[src/rtl/pipe_reg_chain_if.sv]
`default_nettype none
// ============================================================================
//  Module      : pipe_reg_chain_if
//  Description : Handshake bundle for pipe_reg_chain. It carries the
//                producer-side valid/data/ready, the consumer-side
//                valid/data/ready, and the registered occupancy count.
//                - master : producer/consumer side (testbench or wrapper)
//                - slave  : the register chain itself
//  Revision    : 1.0 - initial release
// ============================================================================
interface pipe_reg_chain_if #(
  parameter int WIDTH = 8,
  parameter int DEPTH = 4
);
  localparam int CNTW = $clog2(DEPTH + 1);

  logic             in_valid;
  logic [WIDTH-1:0] in_data;
  logic             in_ready;
  logic             out_valid;
  logic [WIDTH-1:0] out_data;
  logic             out_ready;
  logic [CNTW-1:0]  count;

  modport master (
    output in_valid, in_data, out_ready,
    input  in_ready, out_valid, out_data, count
  );

  modport slave (
    input  in_valid, in_data, out_ready,
    output in_ready, out_valid, out_data, count
  );
endinterface
`default_nettype wire

[src/rtl/pipe_reg_chain.sv]
`default_nettype none
// ============================================================================
//  Module      : pipe_reg_chain
//  Description : DEPTH-stage ready/valid register chain for WIDTH-bit words.
//                Each stage has its own valid bit, so empty stages always
//                accept and bubbles collapse even under back-pressure.
//                A synchronous flush drops all in-flight words.
//  Ports       : clk   - rising-edge clock
//                rst_n - synchronous active-low reset (clears data too)
//                flush - synchronous clear of all valid bits
//                bus   - pipe_reg_chain_if.slave: in_valid/in_data/in_ready,
//                        out_valid/out_data/out_ready, count (occupancy)
//  Revision    : 1.0 - initial release
// ============================================================================
module pipe_reg_chain #(
  parameter int WIDTH = 8,
  parameter int DEPTH = 4
) (
  input  logic                 clk,
  input  logic                 rst_n,
  input  logic                 flush,
  pipe_reg_chain_if.slave      bus
);
  localparam int CNTW = $clog2(DEPTH + 1);

  logic [WIDTH-1:0] r_data [DEPTH];
  logic [DEPTH-1:0] r_valid;
  logic [CNTW-1:0]  r_count;

  logic [DEPTH-1:0] w_ready;
  logic             w_acc;
  logic [WIDTH-1:0] w_src_data [DEPTH];
  logic [DEPTH-1:0] w_src_valid;
  logic             w_in_xfer;
  logic             w_out_xfer;

  // Stage i may load when it is empty or everything downstream of it moves.
  // Expressed as a running OR from the output end so no bit of w_ready is
  // computed from another bit of the same vector.
  always_comb begin
    w_ready = '0;
    w_acc   = bus.out_ready;
    for (int i = DEPTH - 1; i >= 0; i--) begin
      w_acc      = w_acc || !r_valid[i];
      w_ready[i] = w_acc;
    end
  end

  // Predecessor of each stage: the producer for stage 0, else stage i-1.
  always_comb begin
    w_src_data[0]  = bus.in_data;
    w_src_valid    = '0;
    w_src_valid[0] = bus.in_valid;
    for (int i = 1; i < DEPTH; i++) begin
      w_src_data[i]  = r_data[i-1];
      w_src_valid[i] = r_valid[i-1];
    end
  end

  // Gating with rst_n keeps any handshake from completing on a reset edge.
  assign bus.in_ready  = w_ready[0] && !flush && rst_n;
  assign bus.out_valid = r_valid[DEPTH-1] && !flush && rst_n;
  assign bus.out_data  = r_data[DEPTH-1];
  assign bus.count     = r_count;

  assign w_in_xfer  = bus.in_valid && bus.in_ready;
  assign w_out_xfer = bus.out_valid && bus.out_ready;

  always_ff @(posedge clk) begin
    if (!rst_n) begin
      r_valid <= '0;
      r_count <= '0;
      for (int i = 0; i < DEPTH; i++) begin
        r_data[i] <= '0;
      end
    end else if (flush) begin
      // Data registers are left as-is; only occupancy is discarded.
      r_valid <= '0;
      r_count <= '0;
    end else begin
      for (int i = 0; i < DEPTH; i++) begin
        if (w_ready[i]) begin
          r_data[i]  <= w_src_data[i];
          r_valid[i] <= w_src_valid[i];
        end
      end
      r_count <= r_count + CNTW'(w_in_xfer) - CNTW'(w_out_xfer);
    end
  end
endmodule
`default_nettype wire

[src/flat_wrapper.sv]
// flat-port wrapper written by rule: the top's interface ports become plain ports
module pipe_reg_chain_flat 
#(
  parameter int WIDTH = 8,
  parameter int DEPTH = 4
)
  (clk, rst_n, flush, bus_in_valid, bus_in_data, bus_out_ready, bus_in_ready, bus_out_valid, bus_out_data, bus_count);
  pipe_reg_chain_if #(.WIDTH(WIDTH), .DEPTH(DEPTH)) bus_i ();
  input  logic clk;
  input  logic rst_n;
  input  logic flush;
  input wire logic [$bits(bus_i.in_valid)-1:0] bus_in_valid;
  input wire logic [$bits(bus_i.in_data)-1:0] bus_in_data;
  input wire logic [$bits(bus_i.out_ready)-1:0] bus_out_ready;
  output wire logic [$bits(bus_i.in_ready)-1:0] bus_in_ready;
  output wire logic [$bits(bus_i.out_valid)-1:0] bus_out_valid;
  output wire logic [$bits(bus_i.out_data)-1:0] bus_out_data;
  output wire logic [$bits(bus_i.count)-1:0] bus_count;
  assign bus_i.in_valid = bus_in_valid;
  assign bus_i.in_data = bus_in_data;
  assign bus_i.out_ready = bus_out_ready;
  assign bus_in_ready = bus_i.in_ready;
  assign bus_out_valid = bus_i.out_valid;
  assign bus_out_data = bus_i.out_data;
  assign bus_count = bus_i.count;
  pipe_reg_chain #(.WIDTH(WIDTH), .DEPTH(DEPTH)) u_core (.clk(clk), .rst_n(rst_n), .flush(flush), .bus(bus_i));
endmodule
[config.mk]
export PLATFORM = sky130hd
export DESIGN_NAME = pipe_reg_chain_flat
export DESIGN_NICKNAME = d
export VERILOG_FILES = /design/src/rtl/pipe_reg_chain_if.sv /design/src/rtl/pipe_reg_chain.sv /design/src/flat_wrapper.sv
export SDC_FILE = /design/constraint.sdc
export NUM_CORES = 1
export LEC_CHECK = 0
export CAP_MARGIN = 20
export CORE_MARGIN = 2
export CORE_UTILIZATION = 36
export CTS_BUF_LIST = sky130_fd_sc_hd__clkbuf_4 sky130_fd_sc_hd__clkbuf_8
export DETAILED_ROUTE_END_ITERATION = 7
export PLACE_DENSITY = 0.59
export RECOVER_POWER = 50
export SLEW_MARGIN = 20
export SYNTH_ARGS = -nofsm -noshare
export SYNTH_HDL_FRONTEND = slang
export SYNTH_SLANG_ARGS = --single-unit
[constraint.sdc]
create_clock -name clk -period 2.6 [get_ports clk]
set_input_delay 0.65 -clock clk [delete_from_list [all_inputs] [get_ports clk]]
set_output_delay 0.65 -clock clk [all_outputs]
set_load 0.02 [all_outputs]
=== Yosys cells after proc, flatten, opt, wreduce, memory -nomap -nowiden ===
Memories as Yosys holds them, arrays and structs flattened.
Cells that the tools add are included.

* Register bits: 7
* Logic and storage cells: 50
* Bits in writable memories: 32
* Input port bits: 13
* Output and inout port bits: 13
* Memories: 1

* Bitwise logic cells: 5
* Multiplexer cells: 21
* Reductions and logical operators: 16
* $add $sub $neg: 2

{| class="wikitable"
|+ Memories
! name !! depth !! width !! read ports !! clocked after Yosys merged registers in !! write ports !! line !! RTL
|-
| u_core.r_data || 4 || 8 || 4 || 0 || 4 || pipe_reg_chain.sv:26 || <nowiki>logic [WIDTH-1:0] r_data [DEPTH];</nowiki>
|}

{| class="wikitable"
|+ Operators with widths
! kind !! number
|-
| two-way mux 8 bit || 4
|-
| two-way mux 1 bit || 17
|-
| logical AND 1 bit || 6
|-
| zero test 1 bit || 5
|-
| logical OR 1 bit || 4
|-
| OR 1 bit || 4
|-
| adder 3 x 1 -> 3 bit || 1
|-
| subtractor 3 x 1 -> 3 bit || 1
|-
| OR reduction 2 bit || 1
|-
| inverter 1 bit || 1
|}

=== Logic depth before layout (Yosys ltp) ===
* Word-level depth: 10
* Depth in mapped cells: 11
* Gate-level depth less buffers: 9

=== Least setup slack after synthesis ===
OpenSTA, ideal clock, no wires.

* Path type: input -> register
* From: input rst_n
* To: register u_core.r_count[2], in the netlist u_core.bus.count[2]
* Slack: 0.048 ns
* Path buffers: 2
* Cell stages on the path: 11
* Library setup time: 0.117 ns
* Data arrival time: 2.435 ns
* Required time: 2.483 ns
* Path through: nor2b_1 -> buf_4 -> buf_6 -> and3_1 -> ha_1 -> inv_1 -> ha_1 -> inv_1 -> fa_1 -> xnor3_1 -> nor2_1

* Longest elaborated chain between the ends: 4
* Elaborated cells on any way between the ends: 8
* Classes of those cells: add/sub: 2; bitwise: 1; reduce/logical: 5

{| class="wikitable"
|+ Ends and longest elaborated chain
! what !! line !! RTL
|-
| from (decl) || flat_wrapper.sv:10 || <nowiki>input logic rst_n;</nowiki>
|-
| logical AND 1 bit || pipe_reg_chain.sv:61 || <nowiki>assign bus.in_ready = w_ready[0] && !flush && rst_n;</nowiki>
|-
| logical AND 1 bit || pipe_reg_chain.sv:66 || <nowiki>assign w_in_xfer = bus.in_valid && bus.in_ready;</nowiki>
|-
| adder 3 x 1 -> 3 bit || pipe_reg_chain.sv:87 || <nowiki>r_count <= r_count + CNTW'(w_in_xfer) - CNTW'(w_out_xfer);</nowiki>
|-
| subtractor 3 x 1 -> 3 bit || pipe_reg_chain.sv:87 ||
|-
| to (signal assigned) || pipe_reg_chain.sv:87 ||
|-
| to (decl) || pipe_reg_chain.sv:28 || <nowiki>logic [CNTW-1:0] r_count;</nowiki>
|}

Several ways; a longest one is shown, not always the timed one.
A chain may end at the register's enable or synchronous reset.

=== Worst setup path in the final report ===
* From: input flush
* To: output bus_in_ready

* Longest elaborated chain between the ends: 3

{| class="wikitable"
|+ Ends and longest elaborated chain
! what !! line !! RTL
|-
| from (decl) || flat_wrapper.sv:11 || <nowiki>input logic flush;</nowiki>
|-
| zero test 1 bit || pipe_reg_chain.sv:61 ||
|-
| logical AND 1 bit (2 in series) || pipe_reg_chain.sv:61 ||
|-
| to (decl) || flat_wrapper.sv:15 || <nowiki>output wire logic [$bits(bus_i.in_ready)-1:0] bus_in_ready;</nowiki>
|}

Every way passes these cells.

==> impl_metrics.ini <==
[place]
dpl.hpwl_um = 1730
gp_congestion = 0.819
dp.cells = 195
postPlaceCellArea_mm2 = 0.00201
port_buffers = 25

[detailed_routing]
drt_pass1_iterations = 4
ant_nets = 0
detailroute.via_count = 967
drtIter0Drc = 23
wire_per_inst_um = 12.3
drcViolationCount = 0
wirelength_um = 2500
routed_via_density = 4.76

[cells_and_area]
antennaDiodeCount = 0
final_area_mm2 = 0.00212
layout.cells.non_filler = 203
area_growth_pct = 23.5
nets = 164
layout-drive-gt1-share = 0.121

[floorplanning]
coreArea_mm2 = 0.00466
die_height_um = 73.1
ioPinCount = 26
dieWidth_um = 73.1
std_cell_rows = 25
start_util = 0.369
dieArea_mm2 = 0.00534

[synth]
synth_seq_area_share = 0.641
postSynthCellCount = 118
avgSynthCellArea_um2 = 14.6
ys_warn_count = 0
synth_edf_count = 32
synthArstFlopShare = 0
netlist_area_mm2 = 0.00172
ys_seq_elements = 39
ys.flop_type = edfxtp_1
ys_types = 27
synth_fp_nets = 134

[power]
power_density_mw_per_mm2 = 667
p_leak_uw = 0.000906
total_power_uw = 1410
peakVddDrop_mv = 0.407

[global_routing]
grtUsageTotal = 0.104
grt_pass1_vias = 927
grt_max_degree = 27
antenna_found_initial = 0
grt_pass1_wl_um = 4230
grt_remaining_overflow = 0

[timing]
skew_ns = 0.00307
slew_violations = 0
rsz0062_at_grt = false
fmax_mhz = 396
worst_pin_slew_ns = 0.911
setup_violations = 0
hold_viol_final = 0
fin_crit_ns = 2.52
post-route-period-util = 0.970
slew_headroom = 0.393

[clock_tree]
clkLatencyLatePin_ns = 0.28
clkTransAtPathRegs_ns = 0.07
postCtsHoldBufs = 0
cts.path.max_buffers = 2
post-cts-setup-buffers = 0
cts_tree = yes
htreeDepth = 2
clockRootBuffer = clkbuf_8
cts-buffers-inserted = 5
cts.sinks = 39

[setup_path]
worst-r2r-setup-slack_ns = 0.75
worstPathRequired_ns = 1.95
cp-end-kind = output pin
crit_path_start_kind = input port
crit_fanout = 6
cp.arrival_ns = 1.87
critical_path_class = input port to output pin

[min_path]
worstHoldPathType = register to register

[status]
status = finished, final reports clean

[run]
maxCapViolations = 0
-- Yosys cell counts (2+ instances only) --
cell | count | area share
edfxtp_1 | 32 | 0.56
buf_6 | 3 | 0.020
nor3b_1 | 8 | 0.035
buf_4 | 9 | 0.039
o211a_1 | 8 | 0.047
dfxtp_1 | 7 | 0.082
buf_2 | 2 | 0.0058
inv_1 | 4 | 0.0087
o21ai_0 | 3 | 0.0087
ha_1 | 2 | 0.015
nor2b_1 | 2 | 0.0073
a21oi_1 | 4 | 0.012
nor2_1 | 2 | 0.0044
and3_1 | 18 | 0.066
and2_1 | 2 | 0.0073
-- worst max-delay path, cell delays in order --
cell and delay (ns):
clkdlybuf4s50_1 0.46, buf_4 0.18, nand2b_1 0.15, a21oi_1 0.11, clkdlybuf4s15_1 0.32
-- through the flow --
stage	setup WS, ns	util	TNS (ns)	hold slack (ns)
after global placement	-0.222	0.432	-0.634	0.530
after CTS	0.0238	0.461	0	0.546
final	0.0775	0.455	0	0.513
after detailed placement	-0.350	0.432	-0.888	0.528
after floorplan	0.0476	-	0	0.516
after global routing	0.00960	0.455	0	0.549
-- where the power goes --
group / leakage [µW] / total (µW) / internal, µW / switching [µW]
registers: 0.000409 / 720 / 712 / 7.69
logic: 0.000429 / 100 / 53.2 / 47.2
clock network: 0.0000688 / 594 / 394 / 200
-- layout by cell type, fill, tap and decap left out, types with 3 or more instances in the layout --
| cell type | n |
|---|---|
| a21oi_1 | 4 |
| and3_1 | 17 |
| buf_4 | 8 |
| clkbuf_1 | 4 |
| clkbuf_8 | 5 |
| clkdlybuf4s50_1 | 23 |
| dfxtp_1 | 7 |
| edfxtp_1 | 32 |
| inv_1 | 4 |
| nor3b_1 | 8 |
| o211a_1 | 8 |
| o21ai_0 | 3 |
-- layout make-up --
class	instances	area [µm²]
Inverter	5	18.8
Sequential cell	39	1100
Multi-Input combinational cell	60	473
Tap cell	54	67.6
Timing Repair Buffer	37	324
Clock buffer	6	76.3
Fill cell	421	2540
Clock inverter	2	60.1
-- worst paths after layout --
kind,startpoint,end,cells past startpoint
setup / recovery,flush,bus_in_ready,5
hold / removal,u_core.r_valid[1]$_SDFFE_PP0P_,u_core.r_valid[2]$_SDFFE_PP0P_,2
setup reg to reg,u_core.r_valid[3]$_SDFFE_PP0P_,u_core.bus.count[2]$_SDFF_PP0_,8
hold reg to reg,u_core.r_valid[1]$_SDFFE_PP0P_,u_core.r_valid[2]$_SDFFE_PP0P_,2
-- per-layer routing --
metal  track usage  part of all wire
met1         0.128              0.48
met5             0                 0
met2         0.167              0.46
met4        0.0370             0.011
met3        0.0414             0.041
-- cells by family (layout without fill, tap and decap cells) --
group,Yosys count,count (layout),share of synthesized area
adders and majority gates,3,3,0.0262
DFF,39,39,0.641
xor gates and xnor gates,1,1,0.0131
buffers and inverters,19,50,0.0757
AOI/OAI and AO/OA,18,18,0.0852
and+or+nand+nor,38,38,0.159
-- registers in the layout (all words and copies together) (netlist names) --
name,flops
u_core.r_valid,4
u_core.r_data,32
u_core.bus.count,3
-- what timing repair did --
| item | in CTS | in global routing |
|---|---|---|
| setup endpoints to repair | 3 | 2 |
| resized for setup | 3 | 3 |
| pin swaps | 0 | 1 |
Power figures use the tool's default switching activity.
